**src/rtl/lr_shift_sweep_if.sv**
```systemverilog
// Request, shifter-drive and result-stream signals of the shift-sweep sequencer.
// master is the surrounding logic, slave is the sequencer itself.
interface lr_shift_sweep_if #(
    parameter int width = 8
);
    localparam int sw = (width > 1) ? $clog2(width) : 1;

    logic             req_valid;
    logic             req_ready;
    logic [width-1:0] req_bits;
    logic             req_dir;

    logic [width-1:0] sh_bits;
    logic [sw-1:0]    sh_shift;
    logic             sh_dir;
    logic [width-1:0] sh_res;

    logic             out_valid;
    logic             out_ready;
    logic [width-1:0] out_bits;
    logic [sw-1:0]    out_shift;
    logic             out_last;

    modport master (
        output req_valid, req_bits, req_dir, sh_res, out_ready,
        input  req_ready, sh_bits, sh_shift, sh_dir,
        input  out_valid, out_bits, out_shift, out_last
    );

    modport slave (
        input  req_valid, req_bits, req_dir, sh_res, out_ready,
        output req_ready, sh_bits, sh_shift, sh_dir,
        output out_valid, out_bits, out_shift, out_last
    );
endinterface

```
**src/rtl/lr_shift_sweep.sv**
```systemverilog
// Drives a flat left/right shifter through shift 0..width-1 for one request
// and streams each result out through a registered valid/ready stage.
module lr_shift_sweep #(
    parameter int width = 8
) (
    input logic            clk,
    input logic            rst,
    lr_shift_sweep_if.slave bus
);
    localparam int sw = (width > 1) ? $clog2(width) : 1;
    localparam logic [sw-1:0] cnt_last = sw'(width - 1);

    typedef enum logic {
        IDLE,
        RUN
    } state_t;

    state_t        state, state_d;
    logic [sw-1:0] cnt, cnt_d;
    logic          accept;
    logic          capture;
    logic          slot_free;
    logic          at_last;

    assign slot_free    = !bus.out_valid || bus.out_ready;
    assign at_last      = (cnt == cnt_last);
    assign bus.req_ready = (state == IDLE);
    assign bus.sh_shift  = cnt;

    always_ff @(posedge clk or negedge rst) begin
        if (!rst) begin
            state <= IDLE;
            cnt   <= '0;
        end else begin
            state <= state_d;
            cnt   <= cnt_d;
        end
    end

    always_comb begin
        state_d = state;
        cnt_d   = cnt;
        accept  = 1'b0;
        capture = 1'b0;
        unique case (1'b1)
            (state == IDLE): begin
                if (bus.req_valid) begin
                    accept  = 1'b1;
                    cnt_d   = '0;
                    state_d = RUN;
                end
            end
            (state == RUN): begin
                if (slot_free) begin
                    capture = 1'b1;
                    // terminal value is an explicit compare, so odd widths stop at width-1
                    if (at_last) begin
                        cnt_d   = '0;
                        state_d = IDLE;
                    end else begin
                        cnt_d = cnt + sw'(1);
                    end
                end
            end
            default: ;
        endcase
    end

    always_ff @(posedge clk or negedge rst) begin
        if (!rst) begin
            bus.sh_bits <= '0;
            bus.sh_dir  <= 1'b0;
        end else if (accept) begin
            bus.sh_bits <= bus.req_bits;
            bus.sh_dir  <= bus.req_dir;
        end
    end

    always_ff @(posedge clk or negedge rst) begin
        if (!rst) begin
            bus.out_valid <= 1'b0;
            bus.out_bits  <= '0;
            bus.out_shift <= '0;
            bus.out_last  <= 1'b0;
        end else if (capture) begin
            bus.out_valid <= 1'b1;
            bus.out_bits  <= bus.sh_res;
            bus.out_shift <= cnt;
            bus.out_last  <= at_last;
        end else if (bus.out_ready) begin
            bus.out_valid <= 1'b0;
        end
    end
endmodule

```
**src/flat_wrapper.sv**
```systemverilog
// flat-port wrapper written by rule: the top's interface ports become plain ports
module lr_shift_sweep_flat 
#(
    parameter int width = 8
)
  (clk, rst, bus_req_valid, bus_req_bits, bus_req_dir, bus_sh_res, bus_out_ready, bus_req_ready, bus_sh_bits, bus_sh_shift, bus_sh_dir, bus_out_valid, bus_out_bits, bus_out_shift, bus_out_last);
  lr_shift_sweep_if #(.width(width)) bus_i ();
  input logic clk;
  input logic rst;
  input wire logic [$bits(bus_i.req_valid)-1:0] bus_req_valid;
  input wire logic [$bits(bus_i.req_bits)-1:0] bus_req_bits;
  input wire logic [$bits(bus_i.req_dir)-1:0] bus_req_dir;
  input wire logic [$bits(bus_i.sh_res)-1:0] bus_sh_res;
  input wire logic [$bits(bus_i.out_ready)-1:0] bus_out_ready;
  output wire logic [$bits(bus_i.req_ready)-1:0] bus_req_ready;
  output wire logic [$bits(bus_i.sh_bits)-1:0] bus_sh_bits;
  output wire logic [$bits(bus_i.sh_shift)-1:0] bus_sh_shift;
  output wire logic [$bits(bus_i.sh_dir)-1:0] bus_sh_dir;
  output wire logic [$bits(bus_i.out_valid)-1:0] bus_out_valid;
  output wire logic [$bits(bus_i.out_bits)-1:0] bus_out_bits;
  output wire logic [$bits(bus_i.out_shift)-1:0] bus_out_shift;
  output wire logic [$bits(bus_i.out_last)-1:0] bus_out_last;
  assign bus_i.req_valid = bus_req_valid;
  assign bus_i.req_bits = bus_req_bits;
  assign bus_i.req_dir = bus_req_dir;
  assign bus_i.sh_res = bus_sh_res;
  assign bus_i.out_ready = bus_out_ready;
  assign bus_req_ready = bus_i.req_ready;
  assign bus_sh_bits = bus_i.sh_bits;
  assign bus_sh_shift = bus_i.sh_shift;
  assign bus_sh_dir = bus_i.sh_dir;
  assign bus_out_valid = bus_i.out_valid;
  assign bus_out_bits = bus_i.out_bits;
  assign bus_out_shift = bus_i.out_shift;
  assign bus_out_last = bus_i.out_last;
  lr_shift_sweep #(.width(width)) u_core (.clk(clk), .rst(rst), .bus(bus_i));
endmodule
```
**config.mk**
```make
export PLATFORM = sky130hd
export DESIGN_NAME = lr_shift_sweep_flat
export DESIGN_NICKNAME = d
export VERILOG_FILES = /design/src/rtl/lr_shift_sweep_if.sv /design/src/rtl/lr_shift_sweep.sv /design/src/flat_wrapper.sv
export SDC_FILE = /design/constraint.sdc
export NUM_CORES = 1
export LEC_CHECK = 0
export ABC_AREA = 1
export BUFFER_PORTS_ARGS = -buffer_cell sky130_fd_sc_hd__buf_2
export CELL_PAD_IN_SITES_DETAIL_PLACEMENT = 1
export CELL_PAD_IN_SITES_GLOBAL_PLACEMENT = 2
export CORE_AREA = 2 2 66 68
export CTS_CLUSTER_SIZE = 30
export DETAILED_ROUTE_END_ITERATION = 10
export DIE_AREA = 0 0 68 70
export PLACE_DENSITY = 0.84
export SLEW_MARGIN = 20
export SYNTH_ARGS = -nofsm -noshare
export SYNTH_HDL_FRONTEND = slang
export SYNTH_SLANG_ARGS = --single-unit
```
**constraint.sdc**
```tcl
create_clock -name clk -period 2.78 [get_ports clk]
set_input_delay 0.834 -clock clk [delete_from_list [all_inputs] [get_ports clk]]
set_output_delay 0.834 -clock clk [all_outputs]
set_load 0.02 [all_outputs]
```
# Yosys cells after proc, flatten, opt, wreduce, memory -nomap -nowiden
# Cells that the tools add are included.
[totals]
reg_bits = 26
inputBits = 21
out_inout_bits = 26
wordCells = 30
[op_classes]
addsub = 1
eq_ne = 3
muxes = 13
bitwise = 1
reduce_logical = 4
[op_table]
columns = ["op", "count"]
rows = [
  ["3-bit two-way mux", 3],
  ["1-bit two-way mux", 8],
  ["3-bit case mux with 2 select lines", 1],
  ["2-bit != test, second input constant", 2],
  ["3-bit by 1-bit adder with 3-bit output, second input constant", 1],
  ["3-bit equality test, second input constant", 1],
  ["1-bit case mux with 2 select lines", 1],
  ["2-bit AND reduction", 1],
  ["2-bit nonzero test", 1],
  ["1-bit logical NOT", 1],
  ["1-bit logical OR", 1],
  ["1-bit inverter", 1],
]

# Longest topological paths before layout
[depth]
depth_word = 5
depth_mapped = 6
mapped_depth_nobuf = 5

# Worst setup path before layout
# OpenSTA, ideal clock, no wires.
[synth_timing]
path_kind = "register to output"
from = "register u_core.state"
to = "output port bus_req_ready"
arrival_time_ns = 0.758
required_time_ns = 1.946
setup_slack_ns = 1.188
path_stages_with_launch = 3
path_buffers = 1
path_cell_list = "dfrtp_1 > inv_1 > buf_2"
[synth_between]
elab_chain_len = 1
[synth_rtl]
columns = ["element", "line_no", "source"]
rows = [
  ["from (decl)", "lr_shift_sweep.sv:18", "state_t state, state_d;"],
  ["from (signal assigned)", "lr_shift_sweep.sv:35", "state <= state_d;"],
  ["1-bit inverter", "lr_shift_sweep.sv:27", "assign bus.req_ready = (state == IDLE);"],
  ["to (decl)", "flat_wrapper.sv:15", "output wire logic [$bits(bus_i.req_ready)-1:0] bus_req_ready;"],
]
# No other way between the ends.

# Worst setup path after layout
# Same ends and word-level chain as after synthesis.

==> summary.md <==
| Metric | Value |
|---|---|
| ANT nets after route | `0` |
| Core footprint | `0.004144 mm²` |
| TNS Setup | `0 ns` |
| Io pins | `47` |
| Final wirelength | `2686 µm` |
| Chip height | `70 µm` |
| Clock buffers created by TritonCTS | `3` |
| Total track usage | `11.98%` |
| IO Port Bufs | `46` |
| Worst-Skew Late Latency | `0.27 ns` |
| Critical Path RT | `1.95 ns` |
| Area growth from synthesis to layout | `32.01%` |
| CP Class | `flop to output port` |
| Leakage power total | `0.0007979 µW` |
| Crit path time final | `2.074 ns` |
| Area leader, netlist | `dfrtp_1` |
| Hold depth | `2` |
| Hold buffer count at CTS | `0` |
| Final nets | `183` |
| Worst Reg-to-Reg Cells | `4` |
| CTS tree | `yes` |
| Sequential fraction of the synthesis area | `62.35%` |
| Antenna fix cells | `0` |
| # setup viols final | `0` |
| Layout cells sized above 1 | `32.08%` |
| Die Span X | `68 µm` |
| Site Rows | `24` |
| RSZ-0062 raised after global routing | `false` |
| Final worst path period share | `74.62%` |
| CTS max path bufs | `2` |
| R2R Setup Slk | `1.28 ns` |
| Worst EP arrival | `1.24 ns` |
| Main synth FF type | `dfrtp_1` |
| GP Congestion | `0.6668` |
| Mapped Area | `0.001044 mm²` |
| Hold WC Path Type | `flop to flop` |
| Root Buffer Master | `clkbuf_8` |
| Total Power | `1480 µW` |
| Crit start category | `flop` |
| CP endpoint kind | `output port` |
| Max Freq | `482.1 MHz` |
| Max_cap viols | `0` |
| Largest net degree at the start of global routing | `27` |
| Max_slew headroom | `61.25%` |
| Syn avg cell area | `9.154 µm²` |
| Initial Util | `25.18%` |
| Count of flip-flops with a built-in enable after synthesis | `0` |
| Worst reg2reg startpoint | `u_core.state$_DFF_PN0_` |
| Vias in the first global route | `992` |
| Syn Nets | `137` |
| Initial DRT Pass Iterations | `2` |
| Initial DRC count | `22` |
| Top cell type's share of synthesized area | `62.35%` |
| # resized after CTS | `0` |
| Clk sinks | `26` |
| Synth cell count leaders | `62 x nand2_1, 26 x dfrtp_1, 12 x nand3_1` |
| Routed WL per cell | `12.73 µm` |
| Clk pin slew, worst setup/hold paths | `0.09 ns` |
| Synth Register Bits | `26` |
| H-Tree Depth | `1` |
| DP Wirelength | `2015 µm` |
| Max-slew violations | `0` |
| Final core utilization | `33.24%` |
| Netlist cell types | `11` |
| CP startpoint | `u_core.state$_DFF_PN0_` |
| Post-Syn Instances | `114` |
| CP endpoint | `bus_req_ready` |
| Total congestion overflow | `0` |
| DRC viols | `0` |
| Status | `complete, no violations` |
| Ys async rst share | `100.0%` |
| Most frequent cell after synthesis | `nand2_1` |
| Initial antenna violation count | `0` |
| Die area | `0.004760 mm²` |
| Final hold violation count | `0` |
| Detailed-route via count | `929` |
| Synth warnings | `0` |
| Cell Pwr Density | `1074 mW/mm²` |
| First-pass GRT wire length | `4464 µm` |
| Post CTS Setup Buffer Count | `0` |
| Area contributors post-synth | `dfrtp_1 62%, nand2_1 22%, nand3_1 5.8%` |
| Maximum VDD drop | `292.6 µV` |
| Worst slew pin tran | `0.5813 ns` |
| Drt via density | `4.403` |
| Crit Reg-Reg Endpoint | `u_core.bus.sh_shift[1]$_DFFE_PN0P_` |
| Clock skew | `0.007680 ns` |
| Max FO, Critical Path | `13` |
==> per-layer routing <==
metal | part of all wire [%] | global-route usage, %
met2 | 50 | 21.68
met4 | 0.67 | 2.667
met1 | 42 | 14.23
met3 | 6.7 | 2.254
met5 | 0 | 0
==> layout make-up <==
type	count	area (µm²)
clock buffers	3	41.29
clock inverters	1	30.03
fillers	507	2766
inverters	3	11.26
multi-input cells	80	349.1
flip-flops and latches	26	650.6
well taps	52	65.06
repair buffers	46	230.2
==> through the flow <==
step | area, µm² | setup slack, ns | hold WS (ns) | instances
6_report | 1378 | 0.7057 | 0.4881 | 211
5_1_grt | 1378 | 0.6022 | 0.5153 | 211
4_1_cts | 1378 | 0.6713 | 0.4901 | 211
3_5_place_dp | 1306 | 0.9171 | 0.4656 | 207
3_3_place_gp | 1306 | 0.9875 | 0.4561 | 207
2_1_floorplan | 1044 | 1.188 | 0.4790 | 114
==> cells in the final DEF (no fill, tap or decap) <==
master	Yosys	routed
a21oi_4	1	1
a31oi_1	1	1
buf_2	2	46
bufinv_16	0	1
clkbuf_8	0	3
dfrtp_1	26	26
ha_1	2	2
inv_1	3	3
nand2_1	62	62
nand3_1	12	12
nor2_1	1	1
o21ai_0	1	1
==> worst max-delay path, stage by stage, from the launching register on <==
cell and delay (ns):
dfrtp_1 0.41, inv_1 0.32, buf_2 0.24
==> power breakdown <==
group	leakage, µW	switching [µW]	internal, µW
clock	0.0000357	123	193
sequential	0.000318	92.5	515
combinational	0.000445	376	181
total	0.000798	591	889
==> worst min-delay path by stage <==
stage                                      startpoint                                 to  slack [ns]
floorplan                      u_core.state$_DFF_PN0_             u_core.state$_DFF_PN0_        0.48
global placement    u_core.bus.sh_bits[0]$_DFFE_PN0P_  u_core.bus.sh_bits[0]$_DFFE_PN0P_        0.46
detailed placement  u_core.bus.sh_bits[0]$_DFFE_PN0P_  u_core.bus.sh_bits[0]$_DFFE_PN0P_        0.47
CTS                 u_core.bus.sh_bits[0]$_DFFE_PN0P_  u_core.bus.sh_bits[0]$_DFFE_PN0P_        0.49
global route        u_core.bus.sh_bits[3]$_DFFE_PN0P_  u_core.bus.sh_bits[3]$_DFFE_PN0P_        0.52
finish                  u_core.bus.sh_dir$_DFFE_PN0P_      u_core.bus.sh_dir$_DFFE_PN0P_        0.49
==> flip-flops by register name, indices dropped and copies added, names as in the netlist <==
| signal | flops |
|---|---|
| u_core.bus.out_bits | 8 |
| u_core.bus.out_last | 1 |
| u_core.bus.out_shift | 3 |
| u_core.bus.out_valid | 1 |
| u_core.bus.sh_bits | 8 |
| u_core.bus.sh_dir | 1 |
| u_core.bus.sh_shift | 3 |
| u_core.state | 1 |
==> cell families (layout without fill, tap and decap cells) <==
logic type | after synthesis | after routing | synth area share [%]
flops | 26 | 26 | 62.35
buf+inv | 8 | 53 | 4.196
fa+ha+maj | 2 | 2 | 2.398
simple gates | 75 | 75 | 28.42
compound gates | 3 | 3 | 2.638
No activity file was read; power rests on OpenSTA's default activity.
